--- src/rtl/drum_arbiter.sv ---
// rtl/drum_arbiter.sv - two-requester round-robin front end sharing one DRUM approximate multiplier
// Operands and products are ones'-complement signed; one product in flight at a time.

module drum #(
  parameter int K = 6,
  parameter int N = 8,
  parameter int M = 8
) (
  input  logic [N-1:0]   a,
  input  logic [M-1:0]   b,
  output logic [N+M-1:0] r
);

  logic [N-1:0]   ma, ta;
  logic [M-1:0]   mb, tb;
  logic [N+M-1:0] prod;
  int             lead_a, lead_b, sha, shb;

  // Magnitudes wider than K bits keep their top K bits with the LSB forced
  // to 1, which centres the truncation error around zero.
  always_comb begin
    ma = a[N-1] ? ~a : a;
    mb = b[M-1] ? ~b : b;
    lead_a = 0;
    lead_b = 0;
    for (int i = 0; i < N; i++)
      if (ma[i]) lead_a = i;
    for (int i = 0; i < M; i++)
      if (mb[i]) lead_b = i;
    sha = (lead_a >= K) ? lead_a - K + 1 : 0;
    shb = (lead_b >= K) ? lead_b - K + 1 : 0;
    ta = ma >> sha;
    tb = mb >> shb;
    if (sha != 0) ta[0] = 1'b1;
    if (shb != 0) tb[0] = 1'b1;
    prod = ({{M{1'b0}}, ta} * {{N{1'b0}}, tb}) << (sha + shb);
    r = (a[N-1] ^ b[M-1]) ? ~prod : prod;
  end

endmodule

module drum_arbiter #(
  parameter int W = 8,
  parameter int K = 6
) (
  input  logic           clk,
  input  logic           rst,
  input  logic           req0_valid,
  output logic           req0_ready,
  input  logic [W-1:0]   req0_a,
  input  logic [W-1:0]   req0_b,
  input  logic           req1_valid,
  output logic           req1_ready,
  input  logic [W-1:0]   req1_a,
  input  logic [W-1:0]   req1_b,
  output logic           res_valid,
  input  logic           res_ready,
  output logic           res_id,
  output logic [2*W-1:0] res_r,
  output logic [15:0]    op_count
);

  typedef enum logic {IDLE, HOLD} state_t;

  state_t         state;
  logic           ptr;
  logic           gnt0, gnt1;
  logic [W-1:0]   op_a, op_b;
  logic [2*W-1:0] prod;

  always_comb begin
    gnt0 = 1'b0;
    gnt1 = 1'b0;
    if (!rst && state == IDLE) begin
      if (req0_valid && (!req1_valid || !ptr)) gnt0 = 1'b1;
      else if (req1_valid)                     gnt1 = 1'b1;
    end
    op_a = '0;
    op_b = '0;
    if (gnt0) begin
      op_a = req0_a;
      op_b = req0_b;
    end else if (gnt1) begin
      op_a = req1_a;
      op_b = req1_b;
    end
  end

  assign req0_ready = gnt0;
  assign req1_ready = gnt1;

  drum #(.K(K), .N(W), .M(W)) u_drum (
    .a (op_a),
    .b (op_b),
    .r (prod)
  );

  always_ff @(posedge clk or posedge rst) begin
    if (rst) begin
      state     <= IDLE;
      ptr       <= 1'b0;
      res_valid <= 1'b0;
      res_id    <= 1'b0;
      res_r     <= '0;
      op_count  <= '0;
    end else begin
      case (state)
        IDLE: begin
          if (gnt0 || gnt1) begin
            state     <= HOLD;
            res_valid <= 1'b1;
            res_r     <= prod;
            res_id    <= gnt1;
            ptr       <= gnt0;
          end
        end
        HOLD: begin
          if (res_ready) begin
            state     <= IDLE;
            res_valid <= 1'b0;
            op_count  <= op_count + 16'd1;
          end
        end
        default: state <= IDLE;
      endcase
    end
  end

endmodule

--- config.mk ---
export PLATFORM = sky130hd
export DESIGN_NAME = drum_arbiter
export DESIGN_NICKNAME = d
export VERILOG_FILES = /design/src/rtl/drum_arbiter.sv
export SDC_FILE = /design/constraint.sdc
export NUM_CORES = 1
export LEC_CHECK = 0
export BUFFER_PORTS_ARGS = -buffer_cell sky130_fd_sc_hd__buf_2
export CORE_MARGIN = 5
export CORE_UTILIZATION = 49
export CTS_BUF_LIST = sky130_fd_sc_hd__clkbuf_8
export DETAILED_ROUTE_END_ITERATION = 16
export GPL_ROUTABILITY_DRIVEN = 0
export PLACE_DENSITY = 0.69
export SYNTH_ARGS = -nofsm -noshare
export SYNTH_HDL_FRONTEND = slang
export SYNTH_SLANG_ARGS = --single-unit
--- constraint.sdc ---
create_clock -name clk -period 22.9 [get_ports clk]
set_clock_uncertainty 0.05 [all_clocks]
set_input_delay 3.435 -clock clk [delete_from_list [all_inputs] [get_ports clk]]
set_output_delay 3.435 -clock clk [all_outputs]
set_load 0.1 [all_outputs]
==> summary.txt, run 1 <==
Outcome: finished clean
Num CTS Buffers: 5
Hold-fix buffers at CTS: 0
Total grt overflow: 0
DR vias: 5,987
Worst Setup EP: res_r[14]
Max VDD drop: 0.0785 mV
PortBufs: 72
Max-Cap Viols: 0
GRT Util Overall: 21.1%
EDFF count, synth: 0
Flop-to-flop setup slack: 14.23 ns
CP Class: input port to register
Synth Register Bits: 36
Drt wl/cell: 15.4 um
H-tree depth: 2
Die area: 0.0148 sq mm
Most frequent cells in the layout: nor2_1 (77), nand2_1 (73), buf_2 (72), inv_1 (65), ha_1 (61)
Post-CTS Setup Inserts: 0
IO Pins: 73
# clock sinks: 36
Reg2reg start: state
Critical path's largest stage delay: 0.70 ns
Cell variety after synth: 91
DP HPWL: 12.8 mm
Syn. warnings: 0
Cells after Synth: 782
Syn avg cell area: 7.83 sq um
Num rows: 40
Clock tree root driver cell: clkbuf_8
Antenna Cells: 0
WP data arrival: 11.82 ns
Pwr Density: 109 mW/mm^2
Unrepaired setup endpoints after global routing: false
Synth Cell Area: 0.00612 sq mm
Worst R2R End: res_r[14]
Worst relative slew slack: 39.6%
Slowest library cell on the worst path: nor2b_1
Longest Clk Path Bufs: 2
Clock Pin Slew Worst Setup and Hold Paths: 0.07 ns
Core region area: 0.0121 sq mm
Leading cell type in the layout, fill and taps excluded: nor2_1
CP startpoint: req0_valid
Clk_lat worst skew: 0.29 ns
Placed instance area: 0.00663 sq mm
Fin. max-slew vios: 0
Register area: 901 sq um
Vias in the first global route: 5,719
Final wirelength: 15.7 mm
First-pass GRT wire length: 26.5 mm
Residual DRC: 0
Final setup TNS: 0 ns
Largest net degree at the start of global routing: 37
Post-synthesis sequential area ratio: 14.7%
Final Hold Vio Count: 0
CP Capture Type: register
Die height: 122 um
Post-synthesis async set-or-reset flop share: 100%
Crit path max fanout: 13
Tightest Hold Check Type: register to register
Die width: 122 um
Fill cells: 1,172
Number of DRC markers in iteration 0: 521
Slew at the pin with the worst max-slew slack: 0.880 ns
Share of layout cells above drive strength 1: 14.7%
Final #Nets: 972
Final setup viols: 0
Final worst-path cycle share: 51.0%
Worst Reg2Reg Path Length in Cells: 29
Startpoint types: input port
Initial Util: 50.5%
Vias per cell: 5.89
Worst Path Required: 23.04 ns
Post-synth top flop: dfrtp_1
Post-layout min period: 11.68 ns
Post-CTS resize count: 0
Final instance area: 0.00672 sq mm
Initial antenna violation count: 0
Area grow syn2layout: 9.75%
Leak: 3.29 nW
Post-DRT Antenna Nets: 0
Area of the multi-input gates: 0.00485 sq mm
CTS tree: yes
FMAX: 0.0856 GHz
First-pass DRT Iterations: 5
## synthesized netlist by cell type (4+ instances only)
| cell type | n | area (sq um) |
|---|---|---|
| nor2_1 | 77 | 289 |
| nand2_1 | 73 | 274 |
| inv_1 | 64 | 240 |
| ha_1 | 61 | 763 |
| a21oi_1 | 48 | 240 |
| dfrtp_1 | 36 | 901 |
| xnor2_1 | 30 | 263 |
| fa_1 | 26 | 521 |
| nand3_1 | 26 | 130 |
| o21ai_0 | 26 | 130 |
| clkbuf_1 | 21 | 78.8 |
| nor3_1 | 21 | 105 |
| mux2i_1 | 17 | 170 |
| nand2b_1 | 17 | 106 |
| nor4_1 | 17 | 106 |
| nand4_1 | 13 | 81.3 |
| xor2_1 | 13 | 114 |
| a211oi_1 | 12 | 90.1 |
| a31oi_1 | 10 | 62.6 |
| and2_1 | 9 | 56.3 |
| nor2b_1 | 9 | 56.3 |
| o211ai_1 | 8 | 60.1 |
| a21o_1 | 7 | 52.6 |
| buf_2 | 6 | 30.0 |
| o21a_1 | 6 | 45.0 |
| o22ai_1 | 6 | 37.5 |
| o31ai_1 | 6 | 45.0 |
| or2_2 | 6 | 37.5 |
| a22oi_1 | 5 | 37.5 |
| and3_1 | 5 | 31.3 |
| a221o_1 | 4 | 40.0 |
| mux2_2 | 4 | 45.0 |
## flip-flops by register name (all words and copies together) (netlist names)
| signal | cells |
|---|---|
| res_valid | 1 |
| state | 1 |
| ptr | 1 |
| op_count | 16 |
| res_r | 16 |
| res_id | 1 |
## metal layers
| metal | GRT usage, % | vias up | part of all wire (%) |
|---|---|---|---|
| met1 | 29.0 | 2802 | 44 |
| met3 | 2.32 | 30 | 6.6 |
| met4 | 5.53 | 0 | 1.7 |
| met5 | 0 | - | 0 |
| met2 | 35.6 | 236 | 47 |
| li1 | - | 2919 | - |
## how the worst min path moves through the flow
stage / start / slack, ns / depth (start not counted) / endpoint
6_report: op_count[15] / 0.42 / 1 / op_count[15]
5_1_grt: op_count[15] / 0.45 / 1 / op_count[15]
4_1_cts: op_count[15] / 0.42 / 1 / op_count[15]
3_5_place_dp: op_count[15] / 0.41 / 1 / op_count[15]
3_3_place_gp: res_valid / 0.41 / 2 / res_valid
2_1_floorplan: ptr / 0.45 / 1 / ptr
## power breakdown
part / internal, W / switching, W / total, W
sequential: 0.0000831 / 0.0000161 / 0.0000993
combinational: 0.000172 / 0.000414 / 0.000586
clock: 0.0000240 / 0.0000225 / 0.0000465
## layout make-up
type	instances	area share [%]
clock inverter	2	0.168
inverter	68	3.87
sequential	36	13.4
tap	168	3.13
clock buffer	6	1.23
timing repair buffer	78	6.03
multi-input combinational	659	72.2
## critical path, delay by kind of cell
kind / cells / cell delay (ns)
AND/OR/NAND/NOR: 8 / 3.05
AO/OA/AOI/OAI: 7 / 1.74
multiplexers: 2 / 0.48
adder cells (fa/ha/maj): 6 / 2.31
buffers and inverters: 6 / 0.64
XOR/XNOR: 1 / 0.15
## kinds of logic (layout without fill, tap and decap cells)
logic type | count (synthesis) | in the layout | share of synthesized area (%)
compound gates | 189 | 189 | 22.1
other cells | 2 | 14 | 0.123
buf+inv | 99 | 154 | 6.83
fa+ha+maj | 87 | 87 | 21.0
simple gates | 303 | 303 | 25.1
xor+xnor | 44 | 44 | 6.42
mux | 22 | 22 | 3.76
flops | 36 | 36 | 14.7
## through the flow
step,hold WS (ns),utilization (%),total power (W),instances,setup slack [ns]
after floorplan,0.446,-,0.000568,794,12.24
after global placement,0.405,54.7,0.000669,1009,11.23
after detailed placement,0.408,54.7,0.000680,1009,11.09
after CTS,0.422,55.5,0.000728,1017,11.34
after global routing,0.452,55.5,0.000800,1017,10.55
final,0.417,55.5,0.000732,1017,11.22
No activity file was read; power rests on OpenSTA's default activity.
==> run 2, diff against run 1 <==
- clock period: 22.9 -> 11.95 ns (I/O delays scaled with it)
==> run 2 against run 1 <==
  * Global-route usage up 0.32 points
  * Die area unchanged
  * Wire length up 0.25%
  * Utilization unchanged
  * Critical path type unchanged
  * Critical path depth up 1
  * Sequential cell count unchanged
  * Clock-buffer cell count unchanged
  * Final cell count unchanged
  * Highest routed layer unchanged
==> summary.txt, run 2 (synthesis results as in run 1) <==
Final setup viols: 0 (unchanged)
Slew at the pin with the worst max-slew slack: 0.934 ns (+0.0534 ns)
Core region area: 0.0121 sq mm (unchanged)
Cells after DPL: 1,009 (unchanged)
Final wirelength: 15.7 mm (+0.25%)
Startpoint types: input port
Hold endpoint: op_count[15]
Worst relative slew slack: 37.7% (-2.0 points)
Leak: 3.29 nW (unchanged)
Initial antenna violation count: 0 (unchanged)
Most frequent cells in the layout: nor2_1 (77), nand2_1 (73), buf_2 (72), inv_1 (65), ha_1 (61)
DP HPWL: 12.8 mm (about the same)
Clock tree root driver cell: clkbuf_8
Leading cell type in the layout, fill and taps excluded: nor2_1
DR vias: 5,995 (+0.13%)
Final #Nets: 972 (unchanged)
Num CTS Buffers: 5 (unchanged)
Largest net degree at the start of global routing: 37 (unchanged)
Critical path's largest stage delay: 0.67 ns (-0.03 ns)
Share of layout cells above drive strength 1: 14.7% (unchanged)
Antenna Cells: 0 (unchanged)
Reg2reg start: state
Max-Cap Viols: 0 (unchanged)
Residual DRC: 0 (unchanged)
First-pass DRT Iterations: 5 (unchanged)
Tightest Hold Check Type: register to register
Cell family with most CP delay: adder cells
Post-CTS Setup Inserts: 0 (unchanged)
Vias in the first global route: 5,668 (-0.89%)
Worst Path Required: 12.10 ns (-10.94 ns)
CP Capture Type: register
Final Hold Vio Count: 0 (unchanged)
Hold-fix buffers at CTS: 0 (unchanged)
Die width: 122 um (unchanged)
WHS Path Cells: 1 (unchanged)
Worst Reg2Reg Path Length in Cells: 30 (+3.4%)
Longest Clk Path Bufs: 2 (unchanged)
IO Pins: 73 (unchanged)
Number of DRC markers in iteration 0: 497 (-4.6%)
Initial Util: 50.5% (unchanged)
Num rows: 40 (unchanged)
Unrepaired setup endpoints after global routing: false
PortBufs: 72 (unchanged)
Vias per cell: 5.89 (+0.13%)
Final setup TNS: 0 ns (unchanged)
Clk_lat worst skew: 0.29 ns (about the same)
Slowest library cell on the worst path: nor2b_1
Clock Pin Slew Worst Setup and Hold Paths: 0.07 ns (about the same)
CP Class: input port to register
Die area: 0.0148 sq mm (unchanged)
Post-CTS resize count: 0 (unchanged)
Largest regs: op_count x16, res_r x16
Area grow syn2layout: 9.75% (unchanged)
Flop-to-flop setup slack: 3.30 ns (-10.93 ns)
Crit-path most repeated cell: inv_1
H-tree depth: 2 (unchanged)
HP Start: op_count[15]
Total grt overflow: 0 (unchanged)
Post-DRT Antenna Nets: 0 (unchanged)
Buffers plus inverters on the worst setup path: 7 (+1)
First-pass GRT wire length: 26.8 mm (+1.3%)
Hold slack final: 0.418 ns (+0.00119 ns)
Worst R2R End: res_r[14]
FMAX: 0.100 GHz
# clock sinks: 36 (unchanged)
Final worst-path cycle share: 83.7%
Post-route insts no fill: 1,017 (unchanged)
Pwr Density: 209 mW/mm^2 (+92%)
Fin. max-slew vios: 0 (unchanged)
GRT Util Overall: 21.5% (+0.32 points)
Crit path max fanout: 13 (unchanged)
WP data arrival: 10.14 ns (-1.68 ns)
Outcome: finished clean
Post-layout min period: 10.0 ns
Final Power: 0.00141 W (+92%)
Drt wl/cell: 15.5 um (+0.25%)
Die height: 122 um (unchanged)
Max VDD drop: 0.145 mV (+85%)
CTS tree: yes
==> run 2: routing by layer <==
metal  vias up  share of wire, %  GRT usage, %  wire (um)
met2       250                47          35.7       7310
met5         -                 0             0          0
met3        33               7.0          2.41       1100
met4         0               1.9          5.60        297
li1       2916                 -             -          -
met1      2796                45          29.7       7010
==> run 2: area by class of cell <==
type	instances	area [sq um]
clock buffer	6	82.6
clock inverter	2	11.3
fill	1146	5390
inverter	68	260
multi-input combinational	659	4850
sequential	36	901
tap	168	210
timing repair buffer	78	405
==> run 2: worst register-to-register path: cells and delay by family (launching register included) <==
kind | cells | cell delay, ns
AOI/OAI and AO/OA | 8 | 2.26
xor gates and xnor gates | 1 | 0.15
adders and majority gates | 6 | 2.63
buffers and inverters | 6 | 0.55
DFF | 1 | 0.47
muxes | 2 | 0.48
and+or+nand+nor | 7 | 1.95
==> run 2: worst max path at each step <==
stage / start / to / cells after the start / slack [ns]
after detailed placement: req0_valid / res_r[14] / 32 / 1.82
after CTS: req0_valid / res_r[14] / 32 / 2.07
after floorplan: rst / res_r[12] / 38 / 2.93
after global placement: req0_valid / res_r[14] / 32 / 1.93
final: req0_valid / res_r[14] / 31 / 1.95
after global routing: req0_valid / res_r[11] / 32 / 1.31
==> run 2: per-stage QoR <==
stage	worst slack, ns	area, sq um	util [%]
floorplan	2.93	6170	-
global placement	1.93	6630	54.7
detailed placement	1.82	6630	54.7
CTS	2.07	6720	55.5
global route	1.31	6720	55.5
finish	1.95	6720	55.5
==> run 2: power by group <==
part            total, W  leakage, nW  switching, W  internal [W]
registers       0.000189        0.455     0.0000301      0.000159
clock network  0.0000902       0.0486     0.0000443     0.0000460
logic            0.00113         2.78      0.000797      0.000330
